`src/rtl/uart_pkg.sv`:
```
// Shared types and defaults for the UART transmit FIFO: data width default
// and the drain state machine encoding.
package uart_pkg;

    localparam int DATA_W_DEFAULT = 8;

    typedef enum logic [1:0] {
        IDLE      = 2'd0,
        SEND      = 2'd1,
        WAIT_DONE = 2'd2
    } tx_state_e;

endpackage

```
`src/rtl/uart_fifo_mem.sv`:
```
// Circular-buffer storage for the UART transmit FIFO: array, read/write
// pointers and occupancy count. Pushes into a full buffer are dropped.
module uart_fifo_mem
    import uart_pkg::*;
#(
    parameter int DEPTH  = 16,
    parameter int DATA_W = DATA_W_DEFAULT
) (
    input  logic                       clk,
    input  logic                       rst,
    input  logic                       push_req,
    input  logic [DATA_W-1:0]          push_data,
    input  logic                       pop_req,
    output logic [DATA_W-1:0]          pop_data,
    output logic                       full,
    output logic                       empty,
    output logic [$clog2(DEPTH+1)-1:0] count
);

    localparam int PTR_W = $clog2(DEPTH);
    localparam int CNT_W = $clog2(DEPTH + 1);
    localparam logic [PTR_W-1:0] PTR_LAST = PTR_W'(DEPTH - 1);
    localparam logic [CNT_W-1:0] CNT_FULL = CNT_W'(DEPTH);

    logic [DATA_W-1:0] mem_q [DEPTH];
    logic [PTR_W-1:0]  wr_ptr_q;
    logic [PTR_W-1:0]  wr_ptr_d;
    logic [PTR_W-1:0]  rd_ptr_q;
    logic [PTR_W-1:0]  rd_ptr_d;
    logic [CNT_W-1:0]  count_q;
    logic [CNT_W-1:0]  count_d;
    logic              push_s;
    logic              pop_s;

    assign full     = (count_q == CNT_FULL);
    assign empty    = (count_q == CNT_W'(0));
    assign count    = count_q;
    assign pop_data = mem_q[rd_ptr_q];

    // Qualify requests against occupancy and compute next pointers/count
    always_comb begin
        push_s = push_req & ~full;
        pop_s  = pop_req & ~empty;

        if (push_s) begin
            wr_ptr_d = (wr_ptr_q == PTR_LAST) ? PTR_W'(0) : wr_ptr_q + PTR_W'(1);
        end else begin
            wr_ptr_d = wr_ptr_q;
        end

        if (pop_s) begin
            rd_ptr_d = (rd_ptr_q == PTR_LAST) ? PTR_W'(0) : rd_ptr_q + PTR_W'(1);
        end else begin
            rd_ptr_d = rd_ptr_q;
        end

        case ({push_s, pop_s})
            2'b10:   count_d = count_q + CNT_W'(1);
            2'b01:   count_d = count_q - CNT_W'(1);
            default: count_d = count_q;
        endcase
    end

    // Pointer and count registers
    always_ff @(posedge clk) begin
        if (rst) begin
            wr_ptr_q <= PTR_W'(0);
            rd_ptr_q <= PTR_W'(0);
            count_q  <= CNT_W'(0);
        end else begin
            wr_ptr_q <= wr_ptr_d;
            rd_ptr_q <= rd_ptr_d;
            count_q  <= count_d;
        end
    end

    // Storage array; contents need no reset since count gates every read
    always_ff @(posedge clk) begin
        if (push_s && !rst) begin
            mem_q[wr_ptr_q] <= push_data;
        end
    end

endmodule

```
`src/rtl/uart_tx_fifo.sv`:
```
// UART transmit FIFO with drain FSM handing one byte at a time to the UART.
// Define UART_TX_FIFO_OVERFLOW_EN to build the sticky overflow flag.
module uart_tx_fifo
    import uart_pkg::*;
#(
    parameter int DEPTH  = 16,
    parameter int DATA_W = DATA_W_DEFAULT
) (
    input  logic                       clk,
    input  logic                       rst,
    input  logic                       wr_en,
    input  logic [DATA_W-1:0]          wr_data,
    output logic                       full,
    output logic                       empty,
    output logic [$clog2(DEPTH+1)-1:0] count,
    output logic                       enable_tx,
    output logic [DATA_W-1:0]          tx_data,
    input  logic                       tx_done,
    output logic                       overflow
);

    tx_state_e         state_q;
    tx_state_e         state_d;
    logic              enable_tx_q;
    logic              enable_tx_d;
    logic [DATA_W-1:0] tx_data_q;
    logic [DATA_W-1:0] tx_data_d;
    logic              pop_s;
    logic [DATA_W-1:0] head_s;

    uart_fifo_mem #(
        .DEPTH  (DEPTH),
        .DATA_W (DATA_W)
    ) u_mem (
        .clk       (clk),
        .rst       (rst),
        .push_req  (wr_en),
        .push_data (wr_data),
        .pop_req   (pop_s),
        .pop_data  (head_s),
        .full      (full),
        .empty     (empty),
        .count     (count)
    );

    // Drain FSM: the head is popped and latched on the same edge that enters SEND
    always_comb begin
        state_d     = state_q;
        enable_tx_d = 1'b0;
        tx_data_d   = tx_data_q;
        pop_s       = 1'b0;
        case (state_q)
            IDLE: begin
                if (!empty) begin
                    pop_s       = 1'b1;
                    tx_data_d   = head_s;
                    enable_tx_d = 1'b1;
                    state_d     = SEND;
                end else begin
                    state_d = IDLE;
                end
            end
            SEND: begin
                state_d = WAIT_DONE;
            end
            WAIT_DONE: begin
                if (tx_done) begin
                    state_d = IDLE;
                end else begin
                    state_d = WAIT_DONE;
                end
            end
            default: begin
                state_d = IDLE;
            end
        endcase
    end

    // FSM state and registered UART-side outputs
    always_ff @(posedge clk) begin
        if (rst) begin
            state_q     <= IDLE;
            enable_tx_q <= 1'b0;
            tx_data_q   <= DATA_W'(0);
        end else begin
            state_q     <= state_d;
            enable_tx_q <= enable_tx_d;
            tx_data_q   <= tx_data_d;
        end
    end

    assign enable_tx = enable_tx_q;
    assign tx_data   = tx_data_q;

`ifdef UART_TX_FIFO_OVERFLOW_EN
    logic overflow_q;
    logic overflow_d;

    // Sticky flag set by any write attempted while full
    always_comb begin
        if (wr_en && full) begin
            overflow_d = 1'b1;
        end else begin
            overflow_d = overflow_q;
        end
    end

    // Overflow register, cleared only by reset
    always_ff @(posedge clk) begin
        if (rst) begin
            overflow_q <= 1'b0;
        end else begin
            overflow_q <= overflow_d;
        end
    end

    assign overflow = overflow_q;
`else
    assign overflow = 1'b0;
`endif

endmodule

```
`config.mk`:
```
export PLATFORM = sky130hd
export DESIGN_NAME = uart_tx_fifo
export DESIGN_NICKNAME = d
export VERILOG_FILES = /design/src/rtl/uart_pkg.sv /design/src/rtl/uart_fifo_mem.sv /design/src/rtl/uart_tx_fifo.sv
export SDC_FILE = /design/constraint.sdc
export NUM_CORES = 1
export LEC_CHECK = 0
export CAP_MARGIN = 40
export CORE_MARGIN = 8
export CORE_UTILIZATION = 60
export CTS_BUF_LIST = sky130_fd_sc_hd__clkbuf_4 sky130_fd_sc_hd__clkbuf_8 sky130_fd_sc_hd__clkbuf_16
export DETAILED_ROUTE_END_ITERATION = 10
export GPL_TIMING_DRIVEN = 0
export PLACE_DENSITY = 0.79
export SLEW_MARGIN = 20
export SYNTH_ARGS = -nofsm -noshare
export SYNTH_HDL_FRONTEND = slang
export SYNTH_SLANG_ARGS = --single-unit
```
`constraint.sdc`:
```
create_clock -name clk -period 6.47 [get_ports clk]
set_clock_uncertainty 0.05 [all_clocks]
set_input_delay 1.294 -clock clk [delete_from_list [all_inputs] [get_ports clk]]
set_output_delay 1.294 -clock clk [all_outputs]
set_load 0.03 [all_outputs]
```
After elaboration in Yosys (flattened, before gate mapping) --
Memory sizes are Yosys's and may differ from the RTL's. A register that Yosys moved wholly into a read port is not among the register bits. Index checks and enable logic that the tools add are counted.
Word-level totals: bits in writable memories 128, register bits 16, bits in read-only memories 0, logic and storage cells 37, latch bits 0, output and inout port bits 17, memories kept 1
Memories:
- u_mem.mem_q | words 16, bits a word 8, rd ports 1, clocked after memory_dff 1, wr ports 1, line uart_fifo_mem.sv:25 | logic [DATA_W-1:0] mem_q [DEPTH];
Cells by class: multiplexer cells 10, $lt $le $gt $ge 0, bitwise operators 4, $add $sub $neg 4, divide/modulo/power cells 0, reductions and logical operators 6, shifts and indexed selects 0, equal/unequal tests 7, $mul 0
Operators with widths (number):
- one-hot mux 5 bit (2 select lines) | 1
- adder 4 x 1 -> 4 bit (second input constant) | 2
- equality test 4 bit (second input constant) | 2
- two-way mux 4 bit | 2
- one-hot mux 2 bit (3 select lines) | 1
- adder 5 x 1 -> 5 bit (second input constant) | 1
- equality test 5 bit (second input constant) | 1
- logical NOT 5 bit | 1
- two-way mux 1 bit | 5
- subtractor 5 x 1 -> 5 bit (second input constant) | 1
- equality test 2 x 1 -> 1 bit (second input constant) | 2
- equality test 2 bit (second input constant) | 2
- bitwise AND 1 bit | 2
- logical NOT 2 bit | 1
- two-way mux 2 bit | 1
- NOT 1 bit | 2
- AND reduction 2 bit | 1
- nonzero test 2 bit | 1
- logical AND 1 bit | 1
- logical NOT 1 bit | 1

Logic depth before layout (Yosys ltp) --
Gate-level depths: netlist of run 1.
word-level depth 6, mapped depth 13, depth with buffers taken out 12

Cells and area by module --
From an unflattened synthesis of run 1, not the netlist that was laid out.
Second synthesis, totals: cell total of the unflattened synthesis 366, area, all modules 6289.8 um^2
By module, submodules not included:
- uart_fifo_mem | area each 5798.1 um^2, cells each 316, instances 1
- uart_tx_fifo | area each 491.7 um^2, cells each 50, instances 1

Worst setup path after synthesis of run 1 --
No wires, ideal clock.
kind input to register, start point input wr_en, end point register u_mem.count_q[4] (netlist: u_mem.count[4]), cell stages on the path 9, arrival time 3.249 ns, path slack 3.051 ns, buffers on the path 0, required time 6.299 ns, setup time 0.121 ns, path through a21boi_1 > inv_1 > ha_1 > ha_1 > nor2b_1 > o21ai_0 > a21oi_1 > or3b_1 > mux2_2
On the way: word-level cells in the longest chain between the ends 3
RTL lines:
- start: declaration | line uart_tx_fifo.sv:11 | input logic wr_en,
- bitwise AND 1 bit * | line uart_fifo_mem.sv:42 | push_s = push_req & ~full;
- equality test 2 x 1 -> 1 bit / equality test 2 bit (equally long branches) | line uart_fifo_mem.sv:57 | case ({push_s, pop_s})
- one-hot mux 5 bit (2 select lines) / nonzero test 2 bit (equally long branches)
- end signal: assignment | line uart_fifo_mem.sv:73 | count_q <= count_d;
- end: declaration | line uart_fifo_mem.sv:30 | logic [CNT_W-1:0] count_q;
Mark *: on every way between the ends. The rest lies on a longest branch, timed or not. A chain may end at the register's enable or synchronous reset.

Final worst setup path of run 1 --
Same ends and word-level chain as after synthesis.

==> flow_summary.ini, run 1 <==
[outcome]
status = finished, final reports clean

[clocking]
clock_sinks = 151
cts_hold_buf = 0
postCtsSetupBuffers = 0
cts_tree = yes
root_buffer = clkbuf_8
clk_pin_slew_worst_paths_ns = 0.06
clkLatencyLatePin_ns = 0.52
htree_levels = 4
cts_buffer_depth = 2
cts_buffers = 17
ctsResizeCount = 0

[worst_setup_path]
cp.arrival_ns = 4.12
cpMostUsedCell = ha_1
cp.depth = 10
cp_slowest_cell = a21boi_1
cp_top_family = compound AO/OA/AOI/OAI gates
endpoint_kind = flop
critPathRequiredTime_ns = 6.82
worstSetupPathType = primary input to flop
cp.buffers_inverters = 2
slowest_delay_ns = 0.55
start_kind = primary input
cp_max_fo = 8
r2r_cells = 13
worstPathCellList = clkdlybuf4s50_1, a21boi_1, inv_1, ha_1, ha_1, nor2b_1, o21ai_0, a21oi_1, or3b_1, mux2_2

[sta]
max_slew.worst_pin.slew_ns = 0.882
slew_headroom = 0.410
fmax_mhz = 266
setup_slack_ns = 2.71
period_share = 0.581
setup_tns_ns = 0
rsz0062_at_grt = no
setup_viol = 0
slew_violations = 0
min_period_ns = 3.76
finalHoldViolCount = 0

[synthesis]
synth_area_sq_um = 6120
syn_nets = 389
synth_top_flop_cell = edfxtp_1
yosysWarnings = 0
ys_ff_latch = 151
synthDistinctLibCells = 41
synth_area_per_cell_sq_um = 16.7
ys_seq_area_frac = 0.704
synth_edf_count = 128
synthArstFlopShare = 0
synthCells = 367

[detailed_routing]
drt_first_pass_iters = 5
drt_iter0_drc = 349
via_count = 3370
wl_per_cell_um = 21.7
routed_wl_mm = 12.3
drcViolationCount = 0
drtAntennaViolNets = 0
via_per_inst = 5.94

[grt]
first_global_vias = 3450
grt_antenna_before_repair = 0
grt_overflow = 0
grt_pass1_wl_mm = 19.3
grtUsageTotal = 0.198
grt_start_max_net_pins = 17

[floorplanning]
die_w_um = 117
dieArea_sq_um = 13700
core_area_sq_um = 10100
rows = 37
start_util = 0.606
fp.dieH_um = 117
io-pin-count = 29

[place]
port_buffers = 26
hpwlAfterDp_mm = 8.44
gp_congestion = 0.823
pre_cts_ws_ns = 2.22

[layout]
fill_cells = 677
num_antenna_cells = 0
layout_commonest_cell = edfxtp_1
nets = 440
syn_to_final_growth_pct = 17.3
drive_above_1_share = 0.186
layout_common_cells = edfxtp_1, nor2_1, mux2i_1, clkdlybuf4s50_1, dfxtp_1
regArea_sq_um = 4300
multi_input_area_sq_um = 1660

[power]
pwr-share-clk = 0.330
p_int_w = 0.00195
ir_drop_mv = 0.231
powerDensity_nw_per_um2 = 388
leakage_nw = 2.36
p_switching_w = 0.000831
pwr-share-comb = 0.260
seq_power_share = 0.410
switching_share = 0.298

[job]
drv_cap = 0

[hold_path]
hold_depth = 2
hp-class = flop to flop
## area by class of cell
type	instances	area share
sequential	151	0.600
multi-input combinational	185	0.231
clock buffer	18	0.0587
timing repair buffer	32	0.0425
tap	136	0.0237
clock inverter	14	0.0200
buffer	22	0.0195
inverter	9	0.00471
## cells by family (layout without fill, tap and decap cells)
family | count (synthesis) | after routing | synth area share
buffers and inverters | 31 | 95 | 0.0284
flip-flops | 151 | 151 | 0.704
XOR/XNOR | 4 | 4 | 0.00573
other | 1 | 1 | 0.000613
adder cells (fa/ha/maj) | 10 | 10 | 0.0217
multiplexers | 51 | 51 | 0.135
AO/OA/AOI/OAI | 42 | 42 | 0.0483
AND/OR/NAND/NOR | 77 | 77 | 0.0571
## through the flow
stage / total power [W] / utilization / hold WS (ns) / std cells / instance area (sq um)
detailed placement: 0.00189 / 0.652 / 0.446 / 531 / 6580
floorplan: 0.00168 / - / 0.440 / 367 / 6120
finish: 0.00279 / 0.711 / 0.451 / 567 / 7180
global route: 0.00290 / 0.711 / 0.469 / 567 / 7180
global placement: 0.00186 / 0.649 / 0.441 / 529 / 6550
CTS: 0.00280 / 0.708 / 0.455 / 563 / 7150
## power by group through the flow
| stage | clock network, W | registers, W | logic, W |
|---|---|---|---|
| after global routing | 0.000973 | 0.00115 | 0.000783 |
| after floorplan | 0 | 0.00121 | 0.000467 |
| after CTS | 0.000930 | 0.00114 | 0.000732 |
| after global placement | 0 | 0.00116 | 0.000706 |
| after detailed placement | 0 | 0.00116 | 0.000730 |
| final | 0.000920 | 0.00114 | 0.000725 |
## final timing paths
kind | startpoint | to | slack (ns)
worst min-delay path | tx_data[3]$_SDFFE_PP0P_ | tx_data[3]$_SDFFE_PP0P_ | 0.45
worst min register to register | tx_data[3]$_SDFFE_PP0P_ | tx_data[3]$_SDFFE_PP0P_ | 0.45
worst max register to register | u_mem.count[0]$_SDFFE_PP0P_ | u_mem.count[4]$_SDFFE_PP0P_ | 3.16
worst max-delay path | wr_en | u_mem.count[4]$_SDFFE_PP0P_ | 2.71
## routing by layer
| layer | routed length [um] | GRT usage | vias up |
|---|---|---|---|
| li1 | - | - | 1530 |
| met1 | 5050 | 0.232 | 1690 |
| met2 | 6310 | 0.339 | 126 |
| met3 | 637 | 0.0523 | 24 |
| met4 | 278 | 0.0879 | 0 |
| met5 | 0 | 0 | - |
## cells in the mapped netlist (4+ instances only)
cell / count / area (sq um)
a21oi_1: 9 / 45.0
mux2i_1: 26 / 260
clkbuf_1: 10 / 37.5
nor3_1: 7 / 35.0
o22ai_1: 8 / 50.1
dfxtp_1: 23 / 460
edfxtp_1: 128 / 3840
mux4_2: 21 / 473
a211oi_1: 8 / 60.1
buf_4: 4 / 30.0
ha_1: 9 / 113
nand2_1: 12 / 45.0
inv_1: 8 / 30.0
nor2_1: 44 / 165
a311oi_1: 8 / 70.1
## registers in the layout, summed over array words and instances (netlist names)
signal / flops
state_q: 2
u_mem.count: 5
tx_data: 8
u_mem.mem_q: 128
u_mem.wr_ptr_q: 4
u_mem.rd_ptr_q: 4
## worst min-delay path, stage by stage, from the launching register on
cell,delay (ns)
dfxtp_1,0.31
nor2_1,0.10
a211oi_1,0.05
Power figures use the tool's default switching activity.
==> run 2: changes to the inputs <==
Clock period 6.47 ns to 3.5 ns, I/O delays scaled along.
==> results of run 2 <==
Same layout as run 1 (identical final DEF). Status: finished, final reports clean.
Among the figures that moved: setup slack after placement 2.22 ns -> -0.151 ns; clock-pin slew on the worst setup and hold paths 0.06 ns -> 0.07 ns; setup slack after layout 2.71 ns -> 0.191 ns; start point of the critical path wr_en -> u_mem.count[0]$_SDFFE_PP0P_; register-to-register setup slack 3.16 ns -> 0.19 ns; total power 0.00279 W -> 0.00515 W; worst IR drop on VDD 0.231 mV -> 0.426 mV
